==> src/rtl/std_sram_singleport_arbiter_pkg.sv <==
// Shared encodings for the single-port SRAM arbiter: controller states and requester IDs.
package std_sram_singleport_arbiter_pkg;

  typedef enum logic {
    ST_INIT = 1'b0,
    ST_RUN  = 1'b1
  } state_t;

  localparam logic ID_M0 = 1'b0;
  localparam logic ID_M1 = 1'b1;

endpackage

==> src/rtl/std_rr_arbiter2.sv <==
// Two-way round-robin grant. The pointer names the requester that has priority
// on a tie and moves to the loser only when the grant is actually accepted.
module std_rr_arbiter2
  import std_sram_singleport_arbiter_pkg::*;
(
  input  logic clk,
  input  logic reset,
  input  logic req0,
  input  logic req1,
  input  logic accept,
  output logic grant0,
  output logic grant1
);

  logic ptr;

  assign grant0 = req0 & (~req1 | (ptr == ID_M0));
  assign grant1 = req1 & (~req0 | (ptr == ID_M1));

  always_ff @(posedge clk) begin
    if (reset) begin
      ptr <= ID_M0;
    end else if (accept) begin
      ptr <= grant0 ? ID_M1 : ID_M0;
    end
  end

endmodule

==> src/rtl/std_sram_singleport_arbiter.sv <==
// Shares one single-port SRAM between two requesters: zero-fill sweep after reset,
// then one round-robin access per cycle with fixed-latency read return.
module std_sram_singleport_arbiter
  import std_sram_singleport_arbiter_pkg::*;
#(
  parameter int                    ADDR_WIDTH  = 6,
  parameter int                    DATA_WIDTH  = 32,
  parameter int                    RD_LATENCY  = 2,
  parameter int                    INIT_ENABLE = 1,
  parameter logic [DATA_WIDTH-1:0] INIT_VALUE  = '0
) (
  input  logic                  clk,
  input  logic                  reset,
  output logic                  init_done,
  input  logic                  m0_valid,
  output logic                  m0_ready,
  input  logic                  m0_we,
  input  logic [ADDR_WIDTH-1:0] m0_addr,
  input  logic [DATA_WIDTH-1:0] m0_din,
  output logic                  m0_rsp_valid,
  output logic [DATA_WIDTH-1:0] m0_rsp_data,
  input  logic                  m1_valid,
  output logic                  m1_ready,
  input  logic                  m1_we,
  input  logic [ADDR_WIDTH-1:0] m1_addr,
  input  logic [DATA_WIDTH-1:0] m1_din,
  output logic                  m1_rsp_valid,
  output logic [DATA_WIDTH-1:0] m1_rsp_data,
  output logic                  sram_en,
  output logic                  sram_we,
  output logic [ADDR_WIDTH-1:0] sram_addr,
  output logic [DATA_WIDTH-1:0] sram_din,
  input  logic [DATA_WIDTH-1:0] sram_dout,
  output logic                  sram_regrstn
);

  localparam logic [ADDR_WIDTH:0] CNT_LAST = (ADDR_WIDTH+1)'((1 << ADDR_WIDTH) - 1);
  localparam logic [ADDR_WIDTH:0] CNT_ONE  = (ADDR_WIDTH+1)'(1);

  state_t                state_q, state_d;
  logic [ADDR_WIDTH:0]   cnt_q, cnt_d;
  logic                  init_done_q;
  logic                  run_active;
  logic                  grant0, grant1;
  logic                  accept;
  logic                  rd_issue;
  logic [RD_LATENCY-1:0] pipe_v;
  logic [RD_LATENCY-1:0] pipe_id;
  logic                  rsp_hit;

  always_ff @(posedge clk) begin
    if (reset) begin
      state_q     <= (INIT_ENABLE != 0) ? ST_INIT : ST_RUN;
      cnt_q       <= '0;
      init_done_q <= 1'b0;
    end else begin
      state_q     <= state_d;
      cnt_q       <= cnt_d;
      init_done_q <= (state_d == ST_RUN);
    end
  end

  always_comb begin
    state_d = state_q;
    cnt_d   = cnt_q;
    if (state_q == ST_INIT) begin
      cnt_d = cnt_q + CNT_ONE;
      if (cnt_q == CNT_LAST) state_d = ST_RUN;
    end
  end

  // init_done_q also masks the first cycle after reset when the sweep is skipped
  assign run_active = (state_q == ST_RUN) & init_done_q & ~reset;
  assign m0_ready   = run_active & grant0;
  assign m1_ready   = run_active & grant1;
  assign accept     = m0_ready | m1_ready;
  assign init_done  = init_done_q & ~reset;

  std_rr_arbiter2 u_rr (
    .clk    (clk),
    .reset  (reset),
    .req0   (m0_valid),
    .req1   (m1_valid),
    .accept (accept),
    .grant0 (grant0),
    .grant1 (grant1)
  );

  always_comb begin
    sram_en   = 1'b0;
    sram_we   = 1'b0;
    sram_addr = '0;
    sram_din  = '0;
    if (!reset) begin
      if (state_q == ST_INIT) begin
        sram_en   = 1'b1;
        sram_we   = 1'b1;
        sram_addr = cnt_q[ADDR_WIDTH-1:0];
        sram_din  = INIT_VALUE;
      end else if (m0_ready) begin
        sram_en   = 1'b1;
        sram_we   = m0_we;
        sram_addr = m0_addr;
        sram_din  = m0_din;
      end else if (m1_ready) begin
        sram_en   = 1'b1;
        sram_we   = m1_we;
        sram_addr = m1_addr;
        sram_din  = m1_din;
      end
    end
  end

  assign sram_regrstn = ~reset;

  assign rd_issue = (m0_ready & ~m0_we) | (m1_ready & ~m1_we);

  always_ff @(posedge clk) begin
    if (reset) begin
      pipe_v  <= '0;
      pipe_id <= '0;
    end else begin
      pipe_v[0]  <= rd_issue;
      pipe_id[0] <= m1_ready ? ID_M1 : ID_M0;
      for (int i = 1; i < RD_LATENCY; i++) begin
        pipe_v[i]  <= pipe_v[i-1];
        pipe_id[i] <= pipe_id[i-1];
      end
    end
  end

  assign rsp_hit      = pipe_v[RD_LATENCY-1] & ~reset;
  assign m0_rsp_valid = rsp_hit & (pipe_id[RD_LATENCY-1] == ID_M0);
  assign m1_rsp_valid = rsp_hit & (pipe_id[RD_LATENCY-1] == ID_M1);
  assign m0_rsp_data  = m0_rsp_valid ? sram_dout : '0;
  assign m1_rsp_data  = m1_rsp_valid ? sram_dout : '0;

endmodule

==> config.mk <==
export PLATFORM = sky130hd
export DESIGN_NAME = std_sram_singleport_arbiter
export DESIGN_NICKNAME = d
export VERILOG_FILES = /design/src/rtl/std_sram_singleport_arbiter_pkg.sv /design/src/rtl/std_rr_arbiter2.sv /design/src/rtl/std_sram_singleport_arbiter.sv
export SDC_FILE = /design/constraint.sdc
export NUM_CORES = 1
export LEC_CHECK = 0
export CORE_AREA = 2 2 87 89
export CTS_CLUSTER_DIAMETER = 50
export CTS_CLUSTER_SIZE = 30
export DETAILED_ROUTE_END_ITERATION = 7
export DIE_AREA = 0 0 89 91
export DONT_BUFFER_PORTS = 1
export PLACE_DENSITY = 0.33
export SYNTH_ARGS = -nofsm -noshare
export SYNTH_HDL_FRONTEND = slang
export SYNTH_HIERARCHICAL = 1
export SYNTH_SLANG_ARGS = --single-unit
==> constraint.sdc <==
create_clock -name clk -period 3 [get_ports clk]
set_input_delay 0.3 -clock clk [delete_from_list [all_inputs] [get_ports clk]]
set_output_delay 0.3 -clock clk [all_outputs]
set_load 0.02 [all_outputs]
==> results_dict.tcl <==
set metrics [dict create \
    clock_latency_ns 0.24 \
    critPathArrivalTime_ns 2.00 \
    first_pass_iters 4 \
    critPathTopFamily "compound AO/OA/AOI/OAI gates" \
    outcome "complete, no violations" \
    relSlewSlack_pct 44.14 \
    crit_slowest_cell "a211oi_1" \
    grt.overflow.total 0 \
    period_needed_ns 2.299 \
    dr_total_vias 1475 \
    yosysSeqAreaShare_pct 16.73 \
    cts-buffers-inserted 3 \
    setup_viol 0 \
    synthArstFlopShare_pct 0 \
    synthDistinctLibCells 41 \
    tritoncts "done" \
    criticalPathCategory "reg -> out" \
    postCtsSetupRepairBufs 0 \
    crit_chain "inv_1, a21boi_0, buf_4, nor2b_1, a22oi_1, a211oi_1" \
    final_layout_size_suffix_gt1_share_pct 9.574 \
    finalHoldViolCount 0 \
    place_congestion 0.8493 \
    drc 0 \
    die_area_mm2 0.008099 \
    start_util_pct 21.79 \
    avgSynthCellArea_um2 7.935 \
    hp-class "in -> reg" \
    row_count 31 \
    dr.first_iter.drc_count 37 \
    nets 304 \
    worst_pin_slew_ns 0.8370 \
    max_freq_ghz 0.4350 \
    grt_antenna_before_repair 0 \
    fp.dieH_um 91 \
    syn_area_mm2 0.001555 \
    numPortBuffers 0 \
    ctsResizeCount 0 \
    clk_pin_slew_ns 0.06 \
    slowest_delay_ns 0.65 \
    boundaryPins 224 \
    h-tree-depth 1 \
    ys_ff_latch 13 \
    first_global_vias 1311 \
    cts_hold_buf 0 \
    core_area_mm2 0.007137 \
    clockBufferDepth 2 \
    synthToLayoutAreaGrowth_pct 5.793 \
    reg2reg_slack_ns 1.20 \
    syn_inst 196 \
    globalRouteTotalUtil_pct 10.88 \
    ys.flop_type "dfxtp_1" \
    cap_violations 0 \
    ir_worst_vdd_mv 0.1427 \
    drtAntennaViolNets 0 \
    cp_data_required_time_ns 2.70 \
    wl_per_cell_um 17.61 \
    path_buf_inv 2 \
    fin_skew_ns 0.002784 \
    place_hpwl_um 4133 \
    syn_nets 311 \
    finalMaxSlewViolations 0 \
    synth_edf_count 0 \
    worstSetupStartpointType "flip-flop" \
    diodes 0 \
    p_leak_nw 0.6198 \
    via_per_inst 5.139 \
    grt_pass1_wl_um 6941 \
    die_w_um 89 \
    worstPathMaxFanout 6 \
    cts.sinks 13 \
    wl_um 5055 \
    final_cell_mix "and2_1 (68), a22o_1 (32), dfxtp_1 (13)" \
    grt_start_max_net_pins 35 \
    setup_tns_ns 0 \
    yosys_warnings 6 \
    endpoint_kind "output pin" \
    power_mw 0.3769 \
    rsz0062_at_grt "no" \
    cts_root_buf "clkbuf_8" \
    final_common_cell "and2_1" \
    power_density_mw_per_mm2 229.1 \
    post-route-period-util_pct 76.63 \
]
## kinds of logic (layout without fill, tap and decap cells)
kind of cell    Yosys count  in the layout  share of synthesized area (%)
simple gates             99             99                          41.27
compound gates           53             53                          27.92
buf+inv                  24             16                          9.653
flops                    13             13                          16.73
xor+xnor                  4              4                          2.253
mux                       2              2                          1.368
fa+ha+maj                 1              1                         0.8044
## cell usage after synthesis (2+ instances only)
library cell / number / area share [%]
a22o_1: 32 / 18
dfxtp_1: 13 / 17
inv_1: 4 / 0.97
and2_1: 68 / 27
xor2_1: 2 / 1.1
buf_6: 6 / 4.3
xnor2_1: 2 / 1.1
nand3_1: 2 / 0.64
a22oi_1: 6 / 2.9
a21oi_1: 2 / 0.64
nor2b_1: 4 / 1.6
nor2_1: 11 / 2.7
buf_2: 12 / 3.9
a211oi_1: 5 / 2.4
## flip-flops by register name (all words and copies together), names as in the netlist
register / flops
cnt_q: 7
init_done_q: 1
pipe_id: 2
pipe_v: 2
u_rr/ptr: 1
## area by class of cell
type	count	area (µm²)
clock buffers	4	45.04
fillers	816	5492
inverters	5	18.77
multi-input cells	159	1145
flip-flops and latches	13	260.3
well taps	99	123.9
repair buffers	7	52.55
## where the power goes
group / leakage, nW / switching (mW) / internal [mW] / total [mW]
registers: 0.105 / 0.00441 / 0.176 / 0.181
logic: 0.492 / 0.0201 / 0.0155 / 0.0356
clock network: 0.0228 / 0.0668 / 0.0939 / 0.161
total: 0.620 / 0.0914 / 0.286 / 0.377
## path summary, 6_finish.rpt
kind                            to                   from  depth (start not counted)
max                   sram_addr[3]  u_rr/ptr$_SDFFE_PP0P_                          6
min          cnt_q[6]$_SDFFE_PP0N_                  reset                          1
max reg2reg  u_rr/ptr$_SDFFE_PP0P_  u_rr/ptr$_SDFFE_PP0P_                          5
min reg2reg   pipe_v[1]$_SDFF_PP0_   pipe_v[0]$_SDFF_PP0_                          1
## per-stage QoR
stage          hold slack [ns]  setup WS, ns  utilization [%]  instances  cell area [µm²]
4_1_cts                 0.1130        0.6716            23.05        287             1645
5_1_grt                 0.1124        0.5179            23.05        287             1645
2_1_floorplan           0.4138         1.012                -        196             1555
3_5_place_dp            0.3775        0.9474            22.42        283             1600
3_3_place_gp            0.3762        0.9439            22.42        283             1600
6_report                0.1287        0.7010            23.05        287             1645
## metal layers
metal  global-route usage (%)  routed length, µm  vias up
met1                    14.43               2148      676
met2                    17.72               2345      129
met4                    1.493                 21        0
met5                        0                  0        -
li1                         -                  -      668
met3                    3.273                540        2
Note: power is estimated with default switching activity, not from simulation.
